### src/rtl/row_swap_scheduler.sv
// Per-line sequencer for the row drawer: ping-pong row bank select, background clear, swap pulse, RAM write mux.
// Optional macro ROW_SWAP_OVERRUN_COUNT_EN adds a saturating overrun_count output.
module row_swap_scheduler #(
  parameter int ROW_WIDTH = 480,
  parameter int ADDR_W    = 9,
  parameter int PIX_W     = 24
) (
  input  logic              clk,
  input  logic              rst_n,
  input  logic              line_start,
  input  logic              frame_start,
  input  logic [7:0]        ent_count_in,
  output logic [7:0]        entities_number,
  input  logic [PIX_W-1:0]  bg_color,
  output logic              swap,
  input  logic [ADDR_W-1:0] drw_addr,
  input  logic [PIX_W-1:0]  drw_data,
  input  logic              drw_wren,
  output logic [ADDR_W-1:0] ram_addr,
  output logic [PIX_W-1:0]  ram_data,
  output logic              ram_wren,
  output logic              ram_bank,
  output logic              clearing,
  output logic              overrun
`ifdef ROW_SWAP_OVERRUN_COUNT_EN
  ,
  output logic [15:0]       overrun_count
`endif
);

  localparam logic [ADDR_W-1:0] LAST_ADDR = ADDR_W'(ROW_WIDTH - 1);

  typedef enum logic [1:0] {IDLE, CLEAR, SWAP, DRAW} state_t;

  state_t            state_q, state_d;
  logic [ADDR_W-1:0] cnt_q, cnt_d;
  logic [ADDR_W-1:0] addr_q, addr_d;
  logic [PIX_W-1:0]  data_q, data_d;
  logic              wren_q, wren_d;
  logic              bank_q, bank_d;
  logic              swap_q, swap_d;
  logic              clr_q, clr_d;
  logic              ovr_q, ovr_d;
  logic [7:0]        ent_q, ent_d;

  always_ff @(posedge clk or negedge rst_n) begin
    if (!rst_n) begin
      state_q <= IDLE;
      cnt_q   <= '0;
      addr_q  <= '0;
      data_q  <= '0;
      wren_q  <= 1'b0;
      bank_q  <= 1'b0;
      swap_q  <= 1'b0;
      clr_q   <= 1'b0;
      ovr_q   <= 1'b0;
      ent_q   <= '0;
    end else begin
      state_q <= state_d;
      cnt_q   <= cnt_d;
      addr_q  <= addr_d;
      data_q  <= data_d;
      wren_q  <= wren_d;
      bank_q  <= bank_d;
      swap_q  <= swap_d;
      clr_q   <= clr_d;
      ovr_q   <= ovr_d;
      ent_q   <= ent_d;
    end
  end

  always_comb begin
    state_d = state_q;
    cnt_d   = cnt_q;
    addr_d  = addr_q;
    data_d  = data_q;
    wren_d  = 1'b0;
    bank_d  = bank_q;
    swap_d  = 1'b0;
    clr_d   = 1'b0;
    ovr_d   = 1'b0;
    ent_d   = frame_start ? ent_count_in : ent_q;

    if (line_start) begin
      // A restart mid-clear keeps the bank so a half-cleared row is never shown.
      state_d = CLEAR;
      cnt_d   = '0;
      addr_d  = '0;
      data_d  = bg_color;
      wren_d  = 1'b1;
      clr_d   = 1'b1;
      if (state_q == CLEAR) ovr_d = 1'b1;
      else                  bank_d = ~bank_q;
    end else begin
      case (state_q)
        CLEAR: begin
          if (cnt_q == LAST_ADDR) begin
            state_d = SWAP;
            swap_d  = 1'b1;
          end else begin
            cnt_d  = cnt_q + ADDR_W'(1);
            addr_d = cnt_q + ADDR_W'(1);
            data_d = bg_color;
            wren_d = 1'b1;
            clr_d  = 1'b1;
          end
        end
        SWAP: state_d = DRAW;
        DRAW: begin
          addr_d = drw_addr;
          data_d = drw_data;
          wren_d = drw_wren;
        end
        default: ;
      endcase
    end
  end

`ifdef ROW_SWAP_OVERRUN_COUNT_EN
  logic [15:0] ovc_q, ovc_d;

  always_comb begin
    ovc_d = ovc_q;
    if (frame_start)                      ovc_d = {15'd0, ovr_d};
    else if (ovr_d && ovc_q != 16'hFFFF)  ovc_d = ovc_q + 16'd1;
  end

  always_ff @(posedge clk or negedge rst_n) begin
    if (!rst_n) ovc_q <= '0;
    else        ovc_q <= ovc_d;
  end

  assign overrun_count = ovc_q;
`endif

  assign entities_number = ent_q;
  assign swap            = swap_q;
  assign ram_addr        = addr_q;
  assign ram_data        = data_q;
  assign ram_wren        = wren_q;
  assign ram_bank        = bank_q;
  assign clearing        = clr_q;
  assign overrun         = ovr_q;

endmodule
### config.mk
export PLATFORM = sky130hd
export DESIGN_NAME = row_swap_scheduler
export DESIGN_NICKNAME = d
export VERILOG_FILES = /design/src/rtl/row_swap_scheduler.sv
export SDC_FILE = /design/constraint.sdc
export NUM_CORES = 1
export LEC_CHECK = 0
export CAP_MARGIN = 25
export CORE_ASPECT_RATIO = 0.6
export CORE_UTILIZATION = 46
export CTS_CLUSTER_SIZE = 28
export DETAILED_ROUTE_END_ITERATION = 16
export PLACE_DENSITY = 0.89
export SLEW_MARGIN = 5
export SYNTH_ARGS = -nofsm -noshare
export SYNTH_HDL_FRONTEND = slang
export SYNTH_SLANG_ARGS = --single-unit
### constraint.sdc
create_clock -name clk -period 5.6 [get_ports clk]
set_input_delay 1.12 -clock clk [delete_from_list [all_inputs] [get_ports clk]]
set_output_delay 1.12 -clock clk [all_outputs]
set_load 0.005 [all_outputs]
==> impl_results.html <==
<table>
<tr><th>Metric</th><th>Value</th></tr>
<tr><th colspan="2">Run status</th></tr>
<tr><td>Outcome</td><td>completed</td></tr>
<tr><th colspan="2">Power</th></tr>
<tr><td>Switching component of the power</td><td>0.204 mW</td></tr>
<tr><td>Logic pwr share</td><td>13.2%</td></tr>
<tr><td>Power density normalized to cell area</td><td>between 200 and 250 mW/mm^2</td></tr>
<tr><td>Leakage Power</td><td>1.58 nW</td></tr>
<tr><td>IR Drop Worst-Case VDD</td><td>roughly 0.14 mV</td></tr>
<tr><td>Switching share of power</td><td>~21%</td></tr>
<tr><td>Internal cell power</td><td>about 0.74 mW</td></tr>
<tr><td>Part of the power in registers</td><td>46.8%</td></tr>
<tr><td>Portion of total power attributed to the clock network</td><td>~40%</td></tr>
<tr><th colspan="2">Place</th></tr>
<tr><td>Worst setup slack before clock tree synthesis</td><td>2710 ps</td></tr>
<tr><td>Routability Congestion</td><td>around 0.84</td></tr>
<tr><td>Dpl hpwl</td><td>between 4 and 5 mm</td></tr>
<tr><td>Number of port buffers</td><td>115</td></tr>
<tr><td>Post-DP Area</td><td>a little under 0.004 sq mm</td></tr>
<tr><td>Placed cells</td><td>around 420</td></tr>
<tr><th colspan="2">Timing</th></tr>
<tr><td>Total count of hold-check failures in the final report</td><td>0</td></tr>
<tr><td>Relative slew margins</td><td>around a third</td></tr>
<tr><td>Post-route setup slack</td><td>around 3000 ps</td></tr>
<tr><td>Post-layout min period</td><td>2570 ps</td></tr>
<tr><td>Highest clock rate</td><td>roughly 0.39 GHz</td></tr>
<tr><td># setup viols final</td><td>0</td></tr>
<tr><td>Final clock skew</td><td>between 7 and 8 ps</td></tr>
<tr><td>Actual slew at the worst max-slew pin</td><td>between 900 and 1000 ps</td></tr>
<tr><td>Unrepaired setup endpoints after global routing</td><td>false</td></tr>
<tr><td>Ratio of final minimum period to clock period</td><td>45.8%</td></tr>
<tr><td>Setup total negative slack</td><td>0 ps</td></tr>
<tr><td>Pins Over Slew Limit</td><td>0</td></tr>
<tr><th colspan="2">Synth</th></tr>
<tr><td>Share of Yosys cell area claimed by the top area cell type</td><td>a little over half</td></tr>
<tr><td>Leading cell types by total area after synthesis</td><td>dfrtp_1 53%, o221a_1 10%, or3_1 6.5%, mux2_2 3.3%, nand2_1 2.6%</td></tr>
<tr><td>Mean cell area of the mapped netlist</td><td>~11 sq um</td></tr>
<tr><td>Cell count after synthesis</td><td>around 240</td></tr>
<tr><td>Total nets after synthesis</td><td>309</td></tr>
<tr><td>Count of yosys warnings during synthesis</td><td>0</td></tr>
<tr><td>Register area share after synthesis</td><td>52.7%</td></tr>
<tr><td>Post-Syn Area</td><td>around 0.0027 sq mm</td></tr>
<tr><td>Post-synthesis register bit count</td><td>57</td></tr>
<tr><td>Distinct cell type count after synthesis</td><td>between 40 and 50</td></tr>
<tr><td>Largest area contributor in the synthesized netlist</td><td>dfrtp_1</td></tr>
<tr><th colspan="2">Floorplanning</th></tr>
<tr><td>DIE HEIGHT</td><td>between 60 and 70 microns</td></tr>
<tr><td>Number of primary I/O pins</td><td>116</td></tr>
<tr><td>Effective utilization at floorplan</td><td>48.1%</td></tr>
<tr><td>Std-Cell Rows</td><td>21</td></tr>
<tr><td>Floorplan die width</td><td>101 microns</td></tr>
<tr><td>Die Footprint</td><td>around 0.0062 sq mm</td></tr>
<tr><td>Std-Cell Core Area</td><td>approximately 0.0056 sq mm</td></tr>
<tr><th colspan="2">CTS</th></tr>
<tr><td>CTS Buffer Depth</td><td>2</td></tr>
<tr><td>Number of buffers inserted during clock tree synthesis</td><td>9</td></tr>
<tr><td>Number of buffers inserted by post-CTS setup repair</td><td>0</td></tr>
<tr><td>Clock transition time at the flip-flop clock pins of the worst setup and hold paths</td><td>roughly 60 ps</td></tr>
<tr><td>Sink count of the clock tree</td><td>57</td></tr>
<tr><td>CTS tree</td><td>yes</td></tr>
<tr><td>Source-to-sink clock delay at the later pin of the worst-skew pair</td><td>around 330 ps</td></tr>
<tr><td>CTS Root Cell</td><td>clkbuf_8</td></tr>
<tr><td>H-tree levels</td><td>3</td></tr>
<tr><td>Total of cells resized after clock tree synthesis</td><td>0</td></tr>
<tr><td>Hold buffer count at cts</td><td>0</td></tr>
<tr><th colspan="2">Setup path</th></tr>
<tr><td>Slowest cell on the critical path</td><td>clkdlybuf4s50_1</td></tr>
<tr><td>Cells along the critical path</td><td>clkdlybuf4s50_1, buf_4, inv_1, and4_1, o32a_1</td></tr>
<tr><td>Type of element capturing the critical path</td><td>flop</td></tr>
<tr><td>Data arrival time at the worst-slack endpoint</td><td>roughly 2800 ps</td></tr>
<tr><td>CP Data Required Time</td><td>a little under 6000 ps</td></tr>
<tr><td>Critical path launch point type</td><td>primary input</td></tr>
<tr><td>Worst Path Class, Setup</td><td>in -&gt; reg</td></tr>
<tr><td>Top fanout value on the critical path</td><td>46</td></tr>
<tr><td>Critical path's largest stage delay</td><td>roughly 450 ps</td></tr>
<tr><th colspan="2">Finish</th></tr>
<tr><td>Layout-stage area growth over the synthesis result</td><td>50.0%</td></tr>
<tr><td>Final cell count without fillers</td><td>between 400 and 500</td></tr>
<tr><td>Share of final-layout standard cells stronger than drive strength 1</td><td>just over 9%</td></tr>
<tr><td>Final Instance Area</td><td>just over 0.004 sq mm</td></tr>
<tr><td>Antenna diode count</td><td>0</td></tr>
<tr><td>Number of nets at the end of the flow</td><td>between 400 and 500</td></tr>
<tr><td>Fill count</td><td>roughly 450</td></tr>
<tr><th colspan="2">Global routing</th></tr>
<tr><td>Vias in the first global route</td><td>2,218</td></tr>
<tr><td>First-pass GRT wire length</td><td>~11 mm</td></tr>
<tr><td>Number of antenna violations at the first check in global routing</td><td>0</td></tr>
<tr><td>Total global-route track usage</td><td>about a quarter</td></tr>
<tr><td>Congestion Overflow GR</td><td>0</td></tr>
<tr><td>Largest net degree at the start of global routing</td><td>58</td></tr>
<tr><th colspan="2">Routing</th></tr>
<tr><td>Vias</td><td>2,372</td></tr>
<tr><td>Detailed-route vias per instance</td><td>about 5.5</td></tr>
<tr><td>Detail Route Antenna Nets</td><td>0</td></tr>
<tr><td>Routed wire length per instance</td><td>around 17 microns</td></tr>
<tr><td>Starting DRC count in detailed routing</td><td>between 100 and 150</td></tr>
<tr><td>Residual DRC count</td><td>0</td></tr>
<tr><td>Iteration count of the initial detailed-routing pass</td><td>4</td></tr>
<tr><td>Wire length reported by the detailed router</td><td>roughly 7.2 mm</td></tr>
<tr><th colspan="2">Hold path</th></tr>
<tr><td>Min-delay worst type</td><td>reg -&gt; reg</td></tr>
<tr><th colspan="2">Run</th></tr>
<tr><td>Max-cap viol count</td><td>0</td></tr>
</table>
[layer usage]
metal / routed length, microns / GRT usage [%] / vias up
li1: - / - / 1117
met1: 3100 / 30.6 / 1131
met2: 3370 / 37.6 / 117
met3: 620 / 7.83 / 7
met4: 66 / 8.49 / 0
met5: 0 / 0 / -
[registers in the layout, summed over array words and instances (netlist names)]
| signal | flops |
|---|---|
| ram_bank | 1 |
| ram_data | 24 |
| ram_addr | 9 |
| state_q | 2 |
| ram_wren | 1 |
| cnt_q | 9 |
| entities_number | 8 |
| swap | 1 |
| overrun | 1 |
| clearing | 1 |
[power groups by stage]
stage,Combinational (mW),Sequential [mW],Clock (mW)
floorplan,0.0300,0.449,0
global placement,0.124,0.450,0
detailed placement,0.126,0.450,0
CTS,0.127,0.443,0.386
global route,0.135,0.445,0.410
finish,0.125,0.443,0.379
[cells in the mapped netlist (all sizes together)]
cell and count:
dfrtp 57, or3 28, o221a 24, nand2 20
nor2 12, buf 11, a21oi 10, clkbuf 9
mux2 8, nand3 5, nor4 5, xnor2 5
o21ai 4, xor2 4, a31oi 3, inv 3
a211o 2, nand2b 2, nand4 2, nor3 2
o211ai 2, o21a 2, o22ai 2, o31ai 2
a2111oi 1, a21o 1, and2 1, and2b 1
and3 1, and4 1, ha 1, nand4b 1
nor3b 1, nor4b 1, o221ai 1, o31a 1
o32a 1, or4 1
[through the flow]
stage	hold slack, ps	total power [mW]	utilization [%]
5_1_grt	521	0.991	72.1
2_1_floorplan	468	0.479	-
3_3_place_gp	465	0.574	68.7
6_report	489	0.947	72.1
4_1_cts	494	0.956	72.1
3_5_place_dp	481	0.576	68.7
[cell families after synthesis]
logic type	after synthesis	share of synthesized area, %
AND/OR/NAND/NOR	84	18.1
flip-flops	57	52.7
AO/OA/AOI/OAI	56	18.2
buffers and inverters	23	4.30
XOR/XNOR	9	2.91
multiplexers	8	3.33
adder cells (fa/ha/maj)	1	0.462
[worst max-delay path, delay by kind of cell]
kind | cells | cell delay [ps]
buffers and inverters | 3 | 1060
AOI/OAI and AO/OA | 1 | 350
and+or+nand+nor | 1 | 230
[final timing paths]
check | startpoint | slack [ps] | cells after the start | end
setup / recovery | line_start | 3030 | 5 | ram_addr[7]
max in group asynchronous | rst_n | 4210 | 2 | cnt_q[1]
hold / removal | ram_bank | 490 | 1 | ram_bank
setup reg to reg | cnt_q[0] | 3340 | 5 | ram_data[1]
min in group asynchronous | rst_n | 920 | 2 | ram_data[20]
hold reg to reg | ram_bank | 490 | 1 | ram_bank
[layout make-up]
class	instances	area [sq um]	area share [%]
timing repair buffer	117	1160	28.6
sequential	57	1430	35.2
clock inverter	3	40.0	0.987
inverter	3	11.3	0.278
tap	80	100	2.47
clock buffer	12	155	3.82
multi-input combinational	158	1160	28.7
[cells in the final DEF (no fill, tap or decap), drive strengths merged, types with 3 or more instances in the layout]
cell	n
nor2	12
dfrtp	57
nand3	5
nor4	5
nand2	20
clkdlybuf4s50	114
a31oi	3
o21ai	4
buf	3
a21oi	10
xor2	4
or3	28
clkbuf	12
mux2	8
xnor2	5
o221a	24
inv	3
Note: power is estimated with default switching activity, not from simulation.
